==> src/rtl/nn_layer_mac_seq.sv <==
// ---------------------------------------------------------------------------
// nn_layer_mac_seq
// Time-multiplexed fully-connected layer (forward pass). One signed
// weight*input product is accumulated per clock; each row finishes with a
// floor shift by FRAC, saturation to DW bits and an optional activation.
//
// Ports
//   clk, reset      : clock, synchronous active-high reset
//   in_data/in_valid/in_ready : input vector handshake (accepted in IDLE only)
//   act_mode        : 0/3 linear, 1 ReLU, 2 clamp[0,max]; sampled on accept
//   out_data/out_valid/out_ack : result handshake, data held after ack
//   sat_flag        : some row of the current result was clipped
//   wr_en/wr_row/wr_col/wr_data : weight/bias write port (wr_col==N_IN -> bias)
//   wr_err          : one-cycle pulse for a rejected write
//   busy            : block is not idle
// ---------------------------------------------------------------------------
module nn_layer_mac_seq #(
    parameter int N_IN  = 9,
    parameter int N_OUT = 9,
    parameter int DW    = 7,
    parameter int FRAC  = 6,
    localparam int ROW_W = (N_OUT > 1) ? $clog2(N_OUT) : 1,
    localparam int COL_W = $clog2(N_IN + 1)
) (
    input  logic                  clk,
    input  logic                  reset,
    input  logic [N_IN*DW-1:0]    in_data,
    input  logic                  in_valid,
    output logic                  in_ready,
    input  logic [1:0]            act_mode,
    output logic [N_OUT*DW-1:0]   out_data,
    output logic                  out_valid,
    input  logic                  out_ack,
    output logic                  sat_flag,
    input  logic                  wr_en,
    input  logic [ROW_W-1:0]      wr_row,
    input  logic [COL_W-1:0]      wr_col,
    input  logic [DW-1:0]         wr_data,
    output logic                  wr_err,
    output logic                  busy
);

    localparam int ACC_W = 2*DW + $clog2(N_IN + 1) + 1;

    localparam logic [ROW_W-1:0] ROW_LAST = ROW_W'(N_OUT - 1);
    localparam logic [ROW_W-1:0] ROW_ONE  = ROW_W'(1);
    localparam logic [COL_W-1:0] COL_LAST = COL_W'(N_IN - 1);
    localparam logic [COL_W-1:0] COL_BIAS = COL_W'(N_IN);
    localparam logic [COL_W-1:0] COL_ONE  = COL_W'(1);

    // Saturation bounds, sign-extended to the accumulator width.
    localparam logic signed [ACC_W-1:0] SAT_MAX = {{(ACC_W-DW+1){1'b0}}, {(DW-1){1'b1}}};
    localparam logic signed [ACC_W-1:0] SAT_MIN = {{(ACC_W-DW+1){1'b1}}, {(DW-1){1'b0}}};

    typedef enum logic [1:0] {
        ST_IDLE = 2'd0,
        ST_MAC  = 2'd1,
        ST_OUT  = 2'd2
    } state_t;

    state_t                    state_r;
    logic [ROW_W-1:0]          row_r;
    logic [COL_W-1:0]          col_r;
    logic [N_IN*DW-1:0]        x_r;
    logic [1:0]                mode_r;
    logic signed [ACC_W-1:0]   acc_r;
    logic                      out_valid_r;
    logic                      sat_flag_r;
    logic                      wr_err_r;
    logic signed [DW-1:0]      out_arr_r [0:N_OUT-1];
    logic signed [DW-1:0]      w_mem_r   [0:N_OUT-1][0:N_IN-1];
    logic signed [DW-1:0]      b_mem_r   [0:N_OUT-1];

    logic signed [DW-1:0]      x_arr_s   [0:N_IN-1];
    logic signed [DW-1:0]      w_cur_s;
    logic signed [DW-1:0]      x_cur_s;
    logic signed [DW-1:0]      b_cur_s;
    logic signed [2*DW-1:0]    prod_s;
    logic signed [ACC_W-1:0]   prod_ext_s;
    logic signed [ACC_W-1:0]   bias_ext_s;
    logic signed [ACC_W-1:0]   acc_base_s;
    logic signed [ACC_W-1:0]   sum_s;
    logic signed [ACC_W-1:0]   shifted_s;
    logic signed [DW-1:0]      clip_s;
    logic                      sat_row_s;
    logic signed [DW-1:0]      act_s;
    logic                      wr_ok_s;

    // Unpack the captured input vector and pack the result registers.
    for (genvar gi = 0; gi < N_IN; gi++) begin : g_xunpack
        assign x_arr_s[gi] = x_r[DW*gi +: DW];
    end
    for (genvar gr = 0; gr < N_OUT; gr++) begin : g_opack
        assign out_data[DW*gr +: DW] = out_arr_r[gr];
    end

    assign in_ready  = (state_r == ST_IDLE) && !reset;
    assign busy      = (state_r != ST_IDLE);
    assign out_valid = out_valid_r;
    assign sat_flag  = sat_flag_r;
    assign wr_err    = wr_err_r;

    // Write qualification: only in IDLE and only to an existing row/column.
    always_comb begin
        wr_ok_s = wr_en && (state_r == ST_IDLE) &&
                  (wr_row <= ROW_LAST) && (wr_col <= COL_BIAS);
    end

    // MAC datapath: product, bias preload at column 0, row finish arithmetic.
    always_comb begin
        w_cur_s    = w_mem_r[row_r][col_r];
        x_cur_s    = x_arr_s[col_r];
        b_cur_s    = b_mem_r[row_r];
        prod_s     = w_cur_s * x_cur_s;
        prod_ext_s = {{(ACC_W-2*DW){prod_s[2*DW-1]}}, prod_s};
        bias_ext_s = {{(ACC_W-DW){b_cur_s[DW-1]}}, b_cur_s} <<< FRAC;
        if (col_r == '0) begin
            acc_base_s = bias_ext_s;
        end else begin
            acc_base_s = acc_r;
        end
        sum_s     = acc_base_s + prod_ext_s;
        // Arithmetic shift gives floor rounding for negative sums.
        shifted_s = sum_s >>> FRAC;
        if (shifted_s > SAT_MAX) begin
            clip_s    = SAT_MAX[DW-1:0];
            sat_row_s = 1'b1;
        end else if (shifted_s < SAT_MIN) begin
            clip_s    = SAT_MIN[DW-1:0];
            sat_row_s = 1'b1;
        end else begin
            clip_s    = shifted_s[DW-1:0];
            sat_row_s = 1'b0;
        end
        // ReLU and clamp coincide: the upper bound is already the DW maximum.
        case (mode_r)
            2'd1, 2'd2: act_s = clip_s[DW-1] ? {DW{1'b0}} : clip_s;
            2'd0, 2'd3: act_s = clip_s;
            default:    act_s = clip_s;
        endcase
    end

    // Weight/bias storage and write-reject pulse.
    always_ff @(posedge clk) begin
        if (reset) begin
            for (int r = 0; r < N_OUT; r++) begin
                b_mem_r[r] <= '0;
                for (int c = 0; c < N_IN; c++) begin
                    w_mem_r[r][c] <= '0;
                end
            end
            wr_err_r <= 1'b0;
        end else begin
            wr_err_r <= wr_en && !wr_ok_s;
            if (wr_ok_s) begin
                if (wr_col == COL_BIAS) begin
                    b_mem_r[wr_row] <= wr_data;
                end else begin
                    w_mem_r[wr_row][wr_col] <= wr_data;
                end
            end
        end
    end

    // Control FSM with accumulator, result registers and status flags.
    always_ff @(posedge clk) begin
        if (reset) begin
            state_r     <= ST_IDLE;
            row_r       <= '0;
            col_r       <= '0;
            x_r         <= '0;
            mode_r      <= 2'd0;
            acc_r       <= '0;
            out_valid_r <= 1'b0;
            sat_flag_r  <= 1'b0;
            for (int r = 0; r < N_OUT; r++) begin
                out_arr_r[r] <= '0;
            end
        end else begin
            case (state_r)
                ST_IDLE: begin
                    if (in_valid) begin
                        x_r        <= in_data;
                        mode_r     <= act_mode;
                        sat_flag_r <= 1'b0;
                        row_r      <= '0;
                        col_r      <= '0;
                        state_r    <= ST_MAC;
                    end
                end
                ST_MAC: begin
                    acc_r <= sum_s;
                    if (col_r == COL_LAST) begin
                        out_arr_r[row_r] <= act_s;
                        sat_flag_r       <= sat_flag_r | sat_row_s;
                        col_r            <= '0;
                        if (row_r == ROW_LAST) begin
                            state_r     <= ST_OUT;
                            out_valid_r <= 1'b1;
                        end else begin
                            row_r <= row_r + ROW_ONE;
                        end
                    end else begin
                        col_r <= col_r + COL_ONE;
                    end
                end
                ST_OUT: begin
                    if (out_ack) begin
                        out_valid_r <= 1'b0;
                        state_r     <= ST_IDLE;
                    end
                end
                default: begin
                    state_r     <= ST_IDLE;
                    out_valid_r <= 1'b0;
                end
            endcase
        end
    end

endmodule

==> config.mk <==
export PLATFORM = sky130hd
export DESIGN_NAME = nn_layer_mac_seq
export DESIGN_NICKNAME = d
export VERILOG_FILES = /design/src/rtl/nn_layer_mac_seq.sv
export SDC_FILE = /design/constraint.sdc
export NUM_CORES = 2
export LEC_CHECK = 0
export CAP_MARGIN = 0
export CORE_ASPECT_RATIO = 1.1
export CORE_UTILIZATION = 30
export DETAILED_ROUTE_END_ITERATION = 10
export GPL_TIMING_DRIVEN = 0
export PLACE_DENSITY = 0.49
export SKIP_LAST_GASP = 1
export SLEW_MARGIN = 20
export SYNTH_ARGS = -nofsm -noshare
export SYNTH_HDL_FRONTEND = slang
export SYNTH_SLANG_ARGS = --single-unit
==> constraint.sdc <==
create_clock -name clk -period 9.4 [get_ports clk]
set_input_delay 1.88 -clock clk [delete_from_list [all_inputs] [get_ports clk]]
set_output_delay 1.88 -clock clk [all_outputs]
set_load 0.02 [all_outputs]
# After elaboration in Yosys (flattened, before gate mapping)
# Memory sizes are Yosys's and may differ from the RTL's. A register that Yosys moved wholly into a read port is not among the register bits.
# Cells that the tools add are included.
# totals
regBits	97
mem_bits_rw	693
out_inout_bits	68
wordCells	124
n_memories	3
# memory_table
memory	depth	width	rd	rd_ports_with_merged_regs	wr	line_no	text
w_mem_r	9	63	1	1	9	71	logic signed [DW-1:0] w_mem_r [0:N_OUT-1][0:N_IN-1];
b_mem_r	9	7	1	1	9	72	logic signed [DW-1:0] b_mem_r [0:N_OUT-1];
out_arr_r	9	7	9	0	9	70	logic signed [DW-1:0] out_arr_r [0:N_OUT-1];
# op_classes
add_sub_neg	3
n_mul	1
order_cmp	7
eq_ne	13
n_mux	60
bitwise	4
n_reduce_logical	24
# op_table
cell	count
$mux 63	3
$mux 7	9
$reduce_or 63->1	1
$bmux 7 s4	2
$mux 4	11
$demux 7 s4	1
$mux 1	22
$add 19x14->19	1
$mux 19	1
$pmux 4 s2	2
$mul 7x7->14	1
$pmux 7 s2	1
$reduce_or 7->1	2
$gt 13x7->1 const B	1
$lt 13x7->1 const B	1
$eq 4x4->1 const B	3
$reduce_and 4->1	3
$ge 5x5->1 const B	2
$ne 2x2->1 const B	5
$not 4->5	2
$add 4x1->4 const B	2
$le 4x4->1 const B	2
$mux 2	4
$eq 2x2->1 const B	3
16 further kinds	27

# Depth between registers and ports, before layout
# depth
ltp_word	12
depth_mapped	32

# Least setup slack after synthesis
# OpenSTA, ideal clock, no wires.
# synth_timing
path_type	register -> register
startpoint	register with a tool-made name
endpoint	memory out_arr_r[0][5], data pin
setup_ns	0.273
arrival_ns	7.370
slack_ns	1.757
stages_incl_launch_ff	31
path_buffers	5
cell_sequence	dfxtp_1 -> buf_4 -> buf_6 -> buf_6 -> clkbuf_1 -> buf_2 -> mux4_2 -> mux4_2 -> mux4_2 -> mux2i_1 -> nor2_1 -> a31oi_4 -> nor2_1 -> fa_1 -> inv_1 -> fa_1 -> inv_1 -> fa_1 -> inv_1 -> fa_1 -> inv_1 -> ha_1 -> o21ai_0 -> a221oi_1 -> o2111ai_1 -> o211ai_1 -> o2111ai_1 -> nor3_1 -> nand2_1 -> a21oi_1 -> nor2_1
# synth_lines
item	line_no
to (decl)	70

==> impl_metrics.prom <==
# TYPE chip_impl_metric gauge
chip_impl_info{name="type_of_the_setup_path_with_the_least_slack",value="reg -> reg"} 1
chip_impl_metric{name="layout-drive-gt1-share",unit="%"} 16.4
chip_impl_metric{name="antenna_found_initial",unit=""} 19
chip_impl_metric{name="drtIter0Drc",unit=""} 3217
chip_impl_metric{name="stage_delay_of_the_slowest_cell_on_the_critical_path",unit="ns"} 0.91
chip_impl_metric{name="seq_area_frac_synth",unit="%"} 65.3
chip_impl_info{name="synth.most_common_cell",value="sky130_fd_sc_hd__edfxtp_1"} 1
chip_impl_metric{name="global_route_wire_length_before_repair",unit="um"} 261000
chip_impl_info{name="synth-main-ff-cell",value="sky130_fd_sc_hd__edfxtp_1"} 1
chip_impl_metric{name="io_pins",unit=""} 153
chip_impl_metric{name="flow.area_growth_from_synthesis",unit="%"} 21.2
chip_impl_info{name="synth_top_cells_by_area",value="sky130_fd_sc_hd__edfxtp_1 62%, sky130_fd_sc_hd__mux4_2 14%, sky130_fd_sc_hd__and2_1 6.4%, sky130_fd_sc_hd__dfxtp_1 3.5%, sky130_fd_sc_hd__fa_1 2.4%"} 1
chip_impl_metric{name="synth_largest_type_area_fraction",unit="%"} 61.8
chip_impl_metric{name="post_layout_nonfiller_instances",unit=""} 7097
chip_impl_metric{name="totalWireLength",unit="um"} 187000
chip_impl_metric{name="post_synth_instance_area",unit="um^2"} 57500
chip_impl_metric{name="core.rowCount",unit=""} 168
chip_impl_metric{name="place_area",unit="um^2"} 64500
chip_impl_metric{name="nNetsFinal",unit=""} 4630
chip_impl_info{name="holdCritPathClass",value="reg -> reg"} 1
chip_impl_info{name="cp_top_family",value="buffers and inverters"} 1
chip_impl_metric{name="grt_remaining_overflow",unit=""} 0
chip_impl_metric{name="tightestPinTransition",unit="ns"} 1.27
chip_impl_metric{name="max_slew_margin",unit="%"} 15.1
chip_impl_metric{name="finalSetupViolCount",unit=""} 0
chip_impl_metric{name="number_of_standard_cells_after_synthesis",unit=""} 3606
chip_impl_metric{name="worstPathMaxFanout",unit=""} 10
chip_impl_metric{name="timing.setup.tns",unit="ns"} 0
chip_impl_metric{name="drc",unit=""} 0
chip_impl_metric{name="die_h",unit="um"} 461
chip_impl_metric{name="synthArstFlopShare",unit="%"} 0
chip_impl_metric{name="slew_viol_final",unit=""} 0
chip_impl_metric{name="arrival",unit="ns"} 9.77
chip_impl_metric{name="final_min_period_over_clock_period",unit="%"} 97.3
chip_impl_info{name="startpoint_of_the_lowest_slack_hold_path",value="acc_r[3]"} 1
chip_impl_metric{name="timing_hold_violations_final",unit=""} 0
chip_impl_metric{name="dr_total_vias",unit=""} 33996
chip_impl_metric{name="globalplace.congestion",unit=""} 0.924
chip_impl_metric{name="initial_utilization",unit="%"} 30.2
chip_impl_metric{name="power.total",unit="W"} 0.0137
chip_impl_metric{name="syn_area_cell",unit="um^2"} 16.0
chip_impl_metric{name="clock.fmax",unit="MHz"} 109
chip_impl_metric{name="antenna_violating_nets_left",unit=""} 0
chip_impl_metric{name="p_per_area",unit="nW/um^2"} 197
chip_impl_info{name="synthTopCellsByCount",value="1,183 x sky130_fd_sc_hd__edfxtp_1, 588 x sky130_fd_sc_hd__and2_1, 359 x sky130_fd_sc_hd__mux4_2"} 1
chip_impl_metric{name="hold_depth",unit=""} 2
chip_impl_info{name="outcome",value="completed"} 1
chip_impl_metric{name="fp.dieArea",unit="um^2"} 193000
chip_impl_metric{name="clock_insertion_delay_worst_skew",unit="ns"} 0.79
chip_impl_metric{name="synthesis.yosys.warnings",unit=""} 0
chip_impl_metric{name="h_tree_depth",unit=""} 4
chip_impl_info{name="cpMaxStageDelayCell",value="sky130_fd_sc_hd__clkbuf_1"} 1
chip_impl_metric{name="worst_ir_drop_vdd",unit="V"} 0.000189
chip_impl_metric{name="r2r_slack",unit="ns"} 0.26
chip_impl_metric{name="first_global_vias",unit=""} 34078
chip_impl_metric{name="timing.critical_path.required",unit="ns"} 10.02
chip_impl_metric{name="placement.io_buffers",unit=""} 148
chip_impl_info{name="startpoint_type",value="flip-flop"} 1
chip_impl_info{name="r2r_end",value="out_arr_r[7][2]"} 1
chip_impl_metric{name="placed_cells",unit=""} 6821
chip_impl_metric{name="cellLeakagePower",unit="nW"} 24.9
chip_impl_info{name="setup.worst_path.end_class",value="flip-flop"} 1
chip_impl_metric{name="standard_cell_core_area",unit="um^2"} 190000
chip_impl_info{name="cell_accounting_for_the_most_synthesized_area",value="sky130_fd_sc_hd__edfxtp_1"} 1
chip_impl_metric{name="clock_buffers_created_by_tritoncts",unit=""} 148
chip_impl_metric{name="ys_ff_latch",unit=""} 1284
chip_impl_metric{name="minimum_period_implied_by_the_final_worst_setup_slack",unit="ns"} 9.14
chip_impl_metric{name="grt_usage",unit="%"} 19.4
chip_impl_metric{name="dp_hpwl",unit="um"} 137000
chip_impl_metric{name="maximum_number_of_pins_on_one_net_before_global_route_repair",unit=""} 74
chip_impl_info{name="cts_tree",value="done"} 1
chip_impl_metric{name="buffer_depth_of_the_longest_clock_path",unit=""} 3
chip_impl_info{name="hold_path_endpoint",value="acc_r[3]"} 1
chip_impl_info{name="clock-root-buffer",value="sky130_fd_sc_hd__clkbuf_16"} 1
chip_impl_metric{name="fin_util",unit="%"} 36.6
chip_impl_metric{name="drt_pre_antenna_iters",unit=""} 7
chip_impl_metric{name="synth_cell_type_count",unit=""} 64
chip_impl_metric{name="clock_sink_count",unit=""} 1284
chip_impl_metric{name="clock-skew-final",unit="ns"} 0.0455
chip_impl_info{name="unrepaired_setup_endpoints_after_global_routing",value="no"} 1
chip_impl_metric{name="drt-vias-per-instance",unit=""} 4.79
chip_impl_metric{name="ff2ff_path_depth",unit=""} 29
chip_impl_metric{name="synth_edf_count",unit=""} 1183
chip_impl_metric{name="clk_pin_slew_worst_paths",unit="ns"} 0.06
chip_impl_metric{name="max_cap_viol_count",unit=""} 0
chip_impl_metric{name="routed_wire_length_per_instance",unit="um"} 26.3
chip_impl_metric{name="dieWidth",unit="um"} 419
chip_impl_metric{name="critPathBufInv",unit=""} 9
chip_impl_metric{name="final_area",unit="um^2"} 69700
-- cell usage in the layout, fill, tap and decap left out, types with 10 or more instances in the layout --
cell	count
sky130_fd_sc_hd__nand3_1	23
sky130_fd_sc_hd__nand2_1	197
sky130_fd_sc_hd__dfxtp_1	101
sky130_fd_sc_hd__o21ai_1	77
sky130_fd_sc_hd__nand2b_1	10
sky130_fd_sc_hd__inv_1	126
sky130_fd_sc_hd__ha_1	49
sky130_fd_sc_hd__clkdlybuf4s50_1	148
sky130_fd_sc_hd__clkinv_1	33
sky130_fd_sc_hd__buf_2	14
sky130_fd_sc_hd__buf_6	24
sky130_fd_sc_hd__conb_1	490
sky130_fd_sc_hd__bufinv_16	15
sky130_fd_sc_hd__mux4_2	359
sky130_fd_sc_hd__clkbuf_1	165
sky130_fd_sc_hd__clkbuf_16	152
sky130_fd_sc_hd__fa_1	68
sky130_fd_sc_hd__edfxtp_1	1183
sky130_fd_sc_hd__and2_1	581
sky130_fd_sc_hd__clkinv_2	21
sky130_fd_sc_hd__nor2_1	234
sky130_fd_sc_hd__mux2i_1	35
sky130_fd_sc_hd__nand4_1	12
sky130_fd_sc_hd__nor3_1	19
sky130_fd_sc_hd__nor2b_1	14
sky130_fd_sc_hd__buf_4	39
sky130_fd_sc_hd__clkbuf_2	25
sky130_fd_sc_hd__o21ai_0	19
sky130_fd_sc_hd__a21oi_1	93
-- worst max-delay path by stage --
stage | start | to | slack [ns] | cells past startpoint
after CTS | flip-flop | out_arr_r[8][3] | 0.02 | 29
after detailed placement | flip-flop | out_arr_r[8][5] | -1.69 | 30
after floorplan | flip-flop | out_arr_r[0][5] | 1.76 | 30
after global placement | col_r[0] | out_arr_r[8][5] | -2.22 | 27
after global routing | flip-flop | out_arr_r[8][6] | 0.01 | 31
final | flip-flop | out_arr_r[7][2] | 0.26 | 29
-- per-stage QoR --
stage | setup WS (ns) | hold slack, ns
global route | 0.0106 | 0.464
detailed placement | -1.69 | 0.444
CTS | 0.0213 | 0.453
finish | 0.256 | 0.449
floorplan | 1.76 | 0.427
global placement | -2.22 | 0.440
-- power by group --
| group | leakage (nW) | internal (W) | total (W) | switching, W |
|---|---|---|---|---|
| sequential | 12.8 | 0.00648 | 0.00656 | 0.0000787 |
| combinational | 9.76 | 0.000505 | 0.00136 | 0.000851 |
| clock | 2.32 | 0.00337 | 0.00578 | 0.00241 |
| total | 24.9 | 0.0104 | 0.0137 | 0.00334 |
-- routing by layer --
layer / track usage [%] / vias up / wire, um
li1: - / 14689 / -
met1: 25.4 / 17732 / 78200
met2: 31.9 / 1285 / 89100
met3: 4.37 / 282 / 14000
met4: 5.52 / 8 / 5490
met5: 0 / - / 52
-- logic make-up (layout without fill, tap and decap cells) --
kind of cell,Yosys count,after routing,share of synthesized area (%)
XOR/XNOR,16,16,0.268
multiplexers,410,410,15.0
adder cells (fa/ha/maj),117,117,3.43
buffers and inverters,360,808,2.65
AND/OR/NAND/NOR,1148,1148,10.6
flip-flops,1284,1284,65.3
other,1,494,0.00652
AO/OA/AOI/OAI,270,270,2.82
-- worst reg2reg max path, delay by kind of cell (launching register included) --
kind | cells | cell delay [ns]
multiplexers | 3 | 1.39
AND/OR/NAND/NOR | 9 | 2.10
flip-flops | 1 | 0.30
AO/OA/AOI/OAI | 3 | 0.61
buffers and inverters | 9 | 2.37
adder cells (fa/ha/maj) | 5 | 2.24
-- what timing repair did --
item	4_1_cts	5_1_grt
hold buffers	0	0
gates resized for setup	38	27
setup endpoints to repair	66	63
pin swaps	2	4
buffers inserted	2	6
endpoints found under the hold margin	0	0
-- layout make-up --
type                       instances  area, um^2
inverter                         127         477
fill                           18376      121000
timing repair buffer             184        2000
buffer                           232        1170
sequential                      1284       37500
antenna                            4        10.0
multi-input combinational       2451       20500
tap                             2550        3190
clock inverter                    87         871
clock buffer                     178        3900
-- registers in the layout (all words and copies together) (netlist names), named ones only --
signal	flops
acc_r	19
b_mem_r	112
col_r	4
mode_r	2
out_arr_r	63
out_valid	1
row_r	4
sat_flag	1
state_r	2
w_mem_r	1008
wr_err	1
x_r	63
(Power assumes the default switching activity.)
